### src/rtl/mode_counter_ctrl.sv
// mode_counter_ctrl: sequences the mode counter register. It reloads the
// initial counter value, advances the counter through the 56-bit LFSR held
// in bits [63:8], and forwards cipher-core updates of the counter.
//
// Handshake: step_req is a level request held by the requester until
// step_ack. A request is accepted in IDLE on any clock edge where init and
// core_done are both low. step_ack is a one-cycle pulse that coincides with
// the cnt_crct strobe which writes the advanced value. step2 is sampled only
// on the accepting edge.
module mode_counter_ctrl (
    input  logic        clk,
    input  logic        rst_n,
    input  logic        init,
    input  logic        step_req,
    input  logic        step2,
    input  logic        core_done,
    input  logic [63:0] cnt_in,
    output logic        step_ack,
    output logic        cnt_en,
    output logic        cnt_crct,
    output logic [63:0] data_mode,
    output logic        busy,
    output logic        wrap,
    output logic [2:0]  state_dbg
);

    localparam logic [63:0] INIT_VAL = 64'h0100000000000000;
    localparam logic [55:0] INIT_S   = 56'h01000000000000;
    localparam logic [55:0] TAPS     = 56'h00000000000095;

    typedef enum logic [2:0] {
        ST_IDLE  = 3'd0,
        ST_INIT  = 3'd1,
        ST_LOAD  = 3'd2,
        ST_STEP  = 3'd3,
        ST_APPLY = 3'd4
    } state_t;

    state_t      state_q, state_d;
    logic [63:0] shadow_q, shadow_d;
    logic        step2_q, step2_d;
    logic        step_cnt_q, step_cnt_d;
    logic        pending_q, pending_d;
    logic        wrap_q, wrap_d;
    logic        cnt_en_q, cnt_en_d;
    logic        cnt_crct_q, cnt_crct_d;
    logic        step_ack_q, step_ack_d;
    logic [55:0] s_next;

    // Galois form: shift left, fold the bit shifted out back in through the taps.
    function automatic logic [55:0] lfsr_next(input logic [55:0] s);
        lfsr_next = {s[54:0], 1'b0} ^ (s[55] ? TAPS : 56'h0);
    endfunction

    // State and all strobes are registered; outputs never see inputs combinationally.
    always_ff @(posedge clk or negedge rst_n) begin
        if (!rst_n) begin
            state_q    <= ST_IDLE;
            shadow_q   <= INIT_VAL;
            step2_q    <= 1'b0;
            step_cnt_q <= 1'b0;
            pending_q  <= 1'b0;
            wrap_q     <= 1'b0;
            cnt_en_q   <= 1'b0;
            cnt_crct_q <= 1'b0;
            step_ack_q <= 1'b0;
        end else begin
            state_q    <= state_d;
            shadow_q   <= shadow_d;
            step2_q    <= step2_d;
            step_cnt_q <= step_cnt_d;
            pending_q  <= pending_d;
            wrap_q     <= wrap_d;
            cnt_en_q   <= cnt_en_d;
            cnt_crct_q <= cnt_crct_d;
            step_ack_q <= step_ack_d;
        end
    end

    // Next-state, shadow/LFSR update and next strobe values.
    always_comb begin
        state_d    = state_q;
        shadow_d   = shadow_q;
        step2_d    = step2_q;
        step_cnt_d = step_cnt_q;
        pending_d  = pending_q;
        wrap_d     = wrap_q;
        cnt_en_d   = 1'b0;
        s_next     = lfsr_next(shadow_q[63:8]);

        case (state_q)
            ST_IDLE: begin
                if (init) begin
                    // A core update arriving with init is deferred until after the crct strobe.
                    state_d   = ST_INIT;
                    wrap_d    = 1'b0;
                    pending_d = core_done;
                end else if (core_done) begin
                    // Core value wins: the request stays pending and is taken
                    // once the counter register holds the core's value.
                    cnt_en_d = 1'b1;
                end else if (step_req) begin
                    state_d = ST_LOAD;
                    step2_d = step2;
                end
            end
            ST_INIT, ST_APPLY: begin
                // Deferred or coincident core updates land in the cycle after crct,
                // and any number of them collapse into one cnt_en.
                state_d   = ST_IDLE;
                cnt_en_d  = pending_q | core_done;
                pending_d = 1'b0;
            end
            ST_LOAD: begin
                if (core_done) begin
                    state_d  = ST_IDLE;
                    cnt_en_d = 1'b1;
                end else begin
                    shadow_d   = cnt_in;
                    step_cnt_d = 1'b0;
                    state_d    = ST_STEP;
                end
            end
            ST_STEP: begin
                if (core_done) begin
                    state_d  = ST_IDLE;
                    cnt_en_d = 1'b1;
                end else begin
                    shadow_d = {s_next, shadow_q[7:0]};
                    if (step2_q && !step_cnt_q) begin
                        step_cnt_d = 1'b1;
                    end else begin
                        state_d = ST_APPLY;
                        if (s_next == INIT_S) begin
                            wrap_d = 1'b1;
                        end
                    end
                end
            end
            default: begin
                state_d = ST_IDLE;
            end
        endcase

        cnt_crct_d = (state_d == ST_INIT) || (state_d == ST_APPLY);
        step_ack_d = (state_d == ST_APPLY);
    end

    assign cnt_en    = cnt_en_q;
    assign cnt_crct  = cnt_crct_q;
    assign step_ack  = step_ack_q;
    assign wrap      = wrap_q;
    assign busy      = (state_q != ST_IDLE);
    assign data_mode = (state_q == ST_INIT) ? INIT_VAL : shadow_q;
    assign state_dbg = state_q;

endmodule

### config.mk
export PLATFORM = sky130hd
export DESIGN_NAME = mode_counter_ctrl
export DESIGN_NICKNAME = d
export VERILOG_FILES = /design/src/rtl/mode_counter_ctrl.sv
export SDC_FILE = /design/constraint.sdc
export NUM_CORES = 1
export LEC_CHECK = 0
export CORE_MARGIN = 5
export CORE_UTILIZATION = 48
export DETAILED_ROUTE_END_ITERATION = 10
export PLACE_DENSITY = 0.86
export RECOVER_POWER = 100
export SKIP_CTS_REPAIR_TIMING = 1
export SLEW_MARGIN = 5
export SYNTH_ARGS = -nofsm -noshare
export SYNTH_HDL_FRONTEND = slang
export SYNTH_SLANG_ARGS = --single-unit
### constraint.sdc
create_clock -name clk -period 3 [get_ports clk]
set_input_delay 0.6 -clock clk [delete_from_list [all_inputs] [get_ports clk]]
set_output_delay 0.6 -clock clk [all_outputs]
set_load 0.005 [all_outputs]
# Yosys cells after proc, flatten, opt, wreduce, memory -nomap -nowiden
# Index checks and enable logic that the tools add are counted.
word_totals:
  ff_bits: 74
  inputBits: 70
  out_inout_bits: 72
  word_cells: 70
op_classes:
  eq_ne: 13
  n_mux: 26
  bitwise: 5
  reduce_logical: 16
ops:
  columns: ["operator", "count"]
  rows:
  - ["$mux W64", 3]
  - ["$pmux W64 S2", 1]
  - ["$eq A56 B49 Y1 const B", 1]
  - ["$xor A56 B8 Y56", 1]
  - ["$mux W3", 5]
  - ["$ne A2 B2 Y1 const B", 6]
  - ["$mux W1", 10]
  - ["$pmux W3 S3", 1]
  - ["$mux W8", 1]
  - ["$reduce_and A4 Y1", 2]
  - ["$eq A3 B1 Y1 const B", 2]
  - ["$eq A3 B2 Y1 const B", 2]
  - ["$eq A3 B3 Y1 const B", 2]
  - ["$pmux W1 S2", 3]
  - ["$reduce_and A3 Y1", 2]
  - ["$reduce_bool A2 Y1", 3]
  - ["$reduce_and A5 Y1", 1]
  - ["$reduce_or A2 Y1", 2]
  - ["$logic_not A3 Y1", 1]
  - ["$not A1 Y1", 3]
  - ["$pmux W1 S3", 1]
  - ["$reduce_bool A3 Y1", 1]
  - ["$mux W2", 1]
  - ["$reduce_and A2 Y1", 1]
  - ["other kinds (4)", 4]

# Logic depth before layout (Yosys ltp)
# Gate-level depths: netlist of the first run.
depth:
  depth_word: 7
  depth_mapped: 6
  depth_no_buf: 5

# Worst setup path after synthesis of the first run
# No wires, ideal clock.
synth_timing:
  path_kind: "register -> output"
  from: "register state_q[2] (netlist: state_dbg[2])"
  to: "output data_mode[56]"
  t_arrival_ns: 1.374
  required_time_ns: 2.400
  slack_ns: 1.026
  stages_incl_launch_ff: 6
  n_path_buf: 2
  path_cell_list: "dfrtp_1 > and2b_1 > nor2b_1 > buf_2 > clkbuf_1 > or2_2"
synth_via:
  elab_chain_cells: 2
synth_rtl:
  columns: ["item", "line", "rtl"]
  rows:
  - ["start: declaration", "39", "state_t state_q, state_d;"]
  - ["start signal: assignment", "68", "state_q <= state_d;"]
  - ["$eq A3 B1 Y1", "154", "assign data_mode = (state_q == ST_INIT) ? INIT_VAL : shadow_q;"]
  - ["$mux W64", "154", null]
  - ["end: declaration", "21", "output logic [63:0] data_mode,"]
# No other way between the ends.

# Final worst setup path of the first run
layout_timing:
  from: "register state_q[2] (netlist: state_dbg[2])"
  to: "output data_mode[33]"
# Same word-level chain as after synthesis.

==> results of run 1 <==
==> worst max-delay path, cell delays in order (launching register included) <==
cell and delay, ns:
dfrtp_1 0.42, and2b_1 0.28, nor2b_4 0.17, clkbuf_4 0.37, nor2b_1 0.10, dlygate4sd3_1 0.59
==> per-layer routing <==
layer | global-route usage | part of all wire | vias up | wire [µm]
met2 | 0.365 | 0.49 | 114 | 5220
met5 | 0 | 0 | - | 0
met4 | 0.0620 | 0.0086 | 0 | 92
met3 | 0.0869 | 0.10 | 6 | 1070
met1 | 0.256 | 0.40 | 1572 | 4270
li1 | - | - | 1631 | -
==> synth_stat cells (all sizes together), types with 3 or more instances <==
| cell type | n |
|---|---|
| dfrtp | 73 |
| nor2b | 66 |
| nand2 | 62 |
| o21ai | 61 |
| mux2i | 53 |
| clkbuf | 18 |
| nor4 | 13 |
| buf | 9 |
| mux2 | 9 |
| a21oi | 6 |
| nor2 | 6 |
| and3 | 3 |
| inv | 3 |
| nand4 | 3 |
| xnor2 | 3 |
==> cell type report <==
type	count	area [µm²]
repair buffers	145	1430
inverters	3	11.3
fillers	617	2270
multi-input cells	299	1900
flip-flops and latches	74	1850
well taps	102	128
clock inverters	5	77.6
clock buffers	11	141
==> placed cells by master, fill, tap and decap left out <==
cell type and n:
and4_1 1, nand4_1 3, nand2b_2 1, dlygate4sd3_1 41, and2_0 1, a21o_1 1, inv_1 3, xnor2_1 3
a21oi_1 6, mux2_4 1, and2b_1 1, o21ai_0 61, clkbuf_4 2, nor2b_1 65, or4b_4 1, nor3_1 2
o21bai_1 1, o211ai_1 1, bufinv_16 2, or2_2 1, nor4_1 13, nand2_1 61, mux2i_1 53, mux2_2 8
and3_1 3, nand2_2 1, nor2b_4 1, clkinvlp_4 1, dfstp_2 1, nor2_1 6, clkbuf_2 3, nor4b_1 1
clkdlybuf4s50_1 99, clkbuf_8 10, dfrtp_1 73, nand2b_1 1, clkinv_2 2, clkbuf_1 1, or3_1 1
==> cell families (layout without fill, tap and decap cells) <==
| group | Yosys count | in the layout | synth area share |
|---|---|---|---|
| flip-flops | 74 | 74 | 0.479 |
| AND/OR/NAND/NOR | 164 | 164 | 0.225 |
| AO/OA/AOI/OAI | 70 | 70 | 0.0925 |
| multiplexers | 62 | 62 | 0.164 |
| XOR/XNOR | 3 | 3 | 0.00679 |
| buffers and inverters | 30 | 164 | 0.0320 |
==> power by group through the flow <==
stage                     clock network [mW]  logic, mW  registers, mW
after floorplan                            0      0.935           1.73
final                                  0.849       1.85           1.88
after detailed placement                   0       1.95           1.90
after global placement                     0       1.89           1.87
after global routing                   0.913       2.05           1.95
after CTS                              0.870       1.97           1.88
==> worst paths after layout <==
kind,from,to,slack [ns],depth (start not counted)
worst max-delay path,state_dbg[2],data_mode[33],0.13,5
worst min-delay path,shadow_q[56],shadow_q[56],0.50,2
max in group asynchronous,rst_n,shadow_q[29],1.14,1
worst max register to register,state_dbg[2],shadow_q[43],0.48,4
min in group asynchronous,rst_n,state_dbg[1],0.74,1
worst min register to register,shadow_q[56],shadow_q[56],0.50,2
==> state kept, by name (all words and copies together) (netlist names) <==
register / flops
cnt_crct: 1
pending_q: 1
wrap: 1
step_cnt_q: 1
step2_q: 1
cnt_en: 1
state_dbg: 3
shadow_q: 64
step_ack: 1
==> flow_summary.toml, run 1 <==
[final_layout]
finalNonFillerCells = 639
final_cell_area_um2 = 5540
final_layout_size_suffix_gt1_frac = 0.0652
syn_to_final_growth_pct = 43.2
antenna_cells = 0
num-nets-final = 602
final_util = 0.710

[drt]
via_count = 3323
wirelength_um = 10700
drt_iter0_drc = 71
vias_per_cell = 5.20
postRouteAntennaNets = 0
drc = 0
first_pass_iters = 4
routedWlPerCell_um = 16.7

[timing]
fmax_mhz = 348
setup_slack_ns = 0.129
setup_viol = 0
layout_min_cycle_time_ns = 2.87
rsz0062_at_grt = "no"
fin_tns_setup_ns = 0
whs_ns = 0.501
worstMarginPinSlew_ns = 1.84
slew-limit-headroom = -0.228
final_hold_viol_count = 0
maxSlewViolCount = 136
fin_worst_skew_ns = 0.0110
period_share = 0.957

[synthesis]
syn-num-nets = 473
synth-seq-cells = 74
syn_area_um2 = 3870
yosysTopAreaCellShare = 0.472
yosysTopAreaCell = "dfrtp_1"
synth_cell_types = 29
synth-edff-count = 0
synth_area_leaders = "dfrtp_1 47%, mux2i_1 14%, nor2b_1 11%, o21ai_0 7.9%, nand2_1 6.0%"
synthCells = 403
yosys_warnings = 0
synth_ff_type = "dfrtp_1"
syn_area_per_cell_um2 = 9.60
synth_seq_area_share = 0.479
async_flop_share = 1.00

[pwr]
cell_internal_pwr_mw = 3.05
finalPower_mw = 4.58
power_frac_comb = 0.403
switching_share = 0.333
power.net_switching_mw = 1.53
ir_drop_v = 0.000516
power_frac_seq = 0.411
p_clk_frac = 0.186
power.density_nw_per_um2 = 826
p_leak_nw = 2.77

[setup_path]
end_kind = "output pin"
crit_fanout = 33
crit_type = "flip-flop to output pin"
crit_required_ns = 2.40
worstSetupStartpointType = "flip-flop"
worstPathArrival_ns = 2.27

[clock_tree]
cts-root-buf = "clkbuf_8"
cts.sinks = 74
clk_latency_ns = 0.34
clk_pin_slew_ns = 0.07
cts_tree = "yes"
cts.path.max_buffers = 2
htreeDepth = 3
numCtsBuffers = 9

[placed_design]
portBuffers = 141
dp_cells = 623
dp_hpwl_um = 7720
place_worst_setup_slack_ns = 0.498
placed_area_um2 = 5350
gpl.final_weighted_congestion = 0.802

[die]
die_area_um2 = 9960
core_area_um2 = 7810
die-width_um = 99.8
chipHeight_um = 99.8
initial_core_util = 0.496
fp-row-count = 32
ios = 142

[grt]
grt_pass1_wl_um = 17100
grt_antenna_before_repair = 0
grtUsageTotal = 0.217
grt_max_degree = 75
globalRouteOverflowTotal = 0
grt_pass1_vias = 3434

[run_status]
violations = "max-capacitance violations, max-slew violations"
outcome = "finished, violations left"

[run]
drv_cap = 2

[worst_hold_path]
hold_path.class = "flip-flop to flip-flop"
(Power assumes the default switching activity.)
==> inputs of run 2 (changes only) <==
Settings changed: ABC_CLOCK_PERIOD_IN_PS from default to 3000, GPL_ROUTABILITY_DRIVEN from default to 0, HOLD_SLACK_MARGIN from default to 0.15.
==> results of run 2 <==
The final DEF is identical to that of run 1; final timing and power are the same.
==> inputs of run 3 (changes only) <==
Settings changed: CELL_PAD_IN_SITES_DETAIL_PLACEMENT from default to 2, CELL_PAD_IN_SITES_GLOBAL_PLACEMENT from default to 2, CORE_UTILIZATION 48 to 28, SLEW_MARGIN 5 to default.
==> run 3 against run 2 <==
  * Routed wire length increased by 23%
  * The flow still finishes with violations (max-capacitance violations, max-slew violations)
  * Clock power increased by 13%
  * Sequential share of layout area decreased by 0.99 points
  * Count of clock-buffer cells in the layout increased by 3
  * First-iteration DRC count increased by 120%
  * Critical path depth unchanged
  * Non-clock buffer count unchanged
  * Largest power group unchanged
  * Final area increased by 3.0%
  * Largest cell class unchanged
  * Die area increased by 63%
==> flow_summary.toml, run 3 (synthesis results as in run 1) <==
[timing]
final_hold_viol_count = 0
setup_viol = 0
slew-limit-headroom = -0.275
period_share = 0.954
maxSlewViolCount = 136
fin_tns_setup_ns = 0
fmax_mhz = 349
fin_worst_skew_ns = 0.00211
rsz0062_at_grt = "no"
layout_min_cycle_time_ns = 2.86
worstMarginPinSlew_ns = 1.91

[die]
chipHeight_um = 128
die_area_um2 = 16300
fp-row-count = 43
ios = 142
core_area_um2 = 13700
initial_core_util = 0.282
die-width_um = 128

[clock_tree]
htreeDepth = 3
clk_pin_slew_ns = 0.05
cts.sinks = 74
cts.path.max_buffers = 2
cts_tree = "yes"
cts-root-buf = "clkbuf_16"
numCtsBuffers = 9
clk_latency_ns = 0.33

[placed_design]
placed_area_um2 = 5480
portBuffers = 141
dp_hpwl_um = 9770

[drt]
wl_met2_um = 6410
postRouteAntennaNets = 0
first_pass_iters = 3
via_count = 3450
top_layer = "met4"
wirelength_um = 13100
wl_met1_um = 5540
drt_iter0_drc = 159
wl_met3_um = 981
drc = 0
vias_per_cell = 4.83
routedWlPerCell_um = 18.4

[final_layout]
layout_common_cells = "86 x clkdlybuf4s50_1, 73 x dfrtp_1, 65 x nor2b_1"
final_cell_area_um2 = 5710
antenna_cells = 0
num-fill-cells = 1480
top_register = "shadow_q"
final_layout_size_suffix_gt1_frac = 0.0542
largest_reg_flops = 64
final_common_cell = "clkdlybuf4s50_1"
syn_to_final_growth_pct = 47.6
num-nets-final = 602

[pwr]
ir_drop_v = 0.000312
p_leak_nw = 2.82
power.density_nw_per_um2 = 833

[grt]
grtUsageTotal = 0.163
grt_pass1_wl_um = 21000
grt_antenna_before_repair = 0
globalRouteOverflowTotal = 0
grt_max_degree = 75
grt_pass1_vias = 3867

[setup_path]
crit_fanout = 51
crit_type = "flip-flop to output pin"
worstPathArrival_ns = 2.26
worstSetupStartpointType = "flip-flop"
end_kind = "output pin"
crit_required_ns = 2.40

[run_status]
violations = "max-capacitance violations, max-slew violations"
outcome = "finished, violations left"

[worst_hold_path]
hold_path.class = "flip-flop to flip-flop"

[run]
drv_cap = 2
[run 3: changes by cell type in the layout (fill, tap and decap cells not counted), sizes merged]
| cell | delta |
|---|---|
| clkinv | -2 |
| dlygate4sd3 | +13 |
| bufinv | -2 |
| clkdlybuf4s50 | -13 |
| clkinvlp | -1 |
| buf | +3 |
[run 3: cell type report]
cell class / instances / area, µm² / share of cell area
multi-input cells: 299 / 1900 / 0.332
inverters: 3 / 11.3 / 0.00197
clock buffers: 14 / 254 / 0.0445
well taps: 180 / 225 / 0.0394
flip-flops and latches: 74 / 1850 / 0.324
repair buffers: 145 / 1470 / 0.258
[run 3: worst max-delay path, cell delays in order, from the launching register on]
cell and delay [ns]:
dfrtp_1 0.43, and2b_1 0.29, nor2b_2 0.24, buf_12 0.26, nor2b_1 0.10, dlygate4sd3_1 0.58
[run 3: through the flow]
| step | std cells | utilization | setup slack, ns | hold WS (ns) | power (mW) |
|---|---|---|---|---|---|
| 3_5_place_dp | 701 | 0.399 | 0.513 | 0.498 | 3.98 |
| 5_1_grt | 715 | 0.416 | 0.0193 | 0.525 | 5.13 |
| 3_3_place_gp | 701 | 0.399 | 0.607 | 0.482 | 3.85 |
| 6_report | 715 | 0.416 | 0.138 | 0.505 | 4.76 |
| 2_1_floorplan | 403 | - | 1.03 | 0.304 | 2.66 |
| 4_1_cts | 715 | 0.418 | 0.127 | 0.468 | 4.98 |
[run 3: final timing paths]
| kind | slack, ns | end | cells after the start | start |
|---|---|---|---|---|
| min in group asynchronous | 0.79 | step_cnt_q | 1 | rst_n |
| hold / removal | 0.51 | shadow_q[7] | 1 | shadow_q[7] |
| hold reg to reg | 0.51 | shadow_q[7] | 1 | shadow_q[7] |
| setup / recovery | 0.14 | data_mode[31] | 5 | state_dbg[2] |
| max in group asynchronous | 1.06 | shadow_q[14] | 1 | rst_n |
| setup reg to reg | 0.41 | shadow_q[32] | 4 | state_dbg[2] |
[run 3: report_power, final]
part / internal (mW) / leakage, nW / total, mW / switching, mW
Clock: 0.574 / 0.123 / 0.960 / 0.385
Combinational: 1.12 / 1.78 / 1.89 / 0.774
Sequential: 1.44 / 0.925 / 1.91 / 0.471
Total: 3.13 / 2.82 / 4.76 / 1.63
[run 3: routing by layer]
metal	global-route usage	vias to the layer above
li1	-	1630
met1	0.195	1707
met2	0.276	99
met3	0.0569	14
met4	0.0517	0
met5	0	-
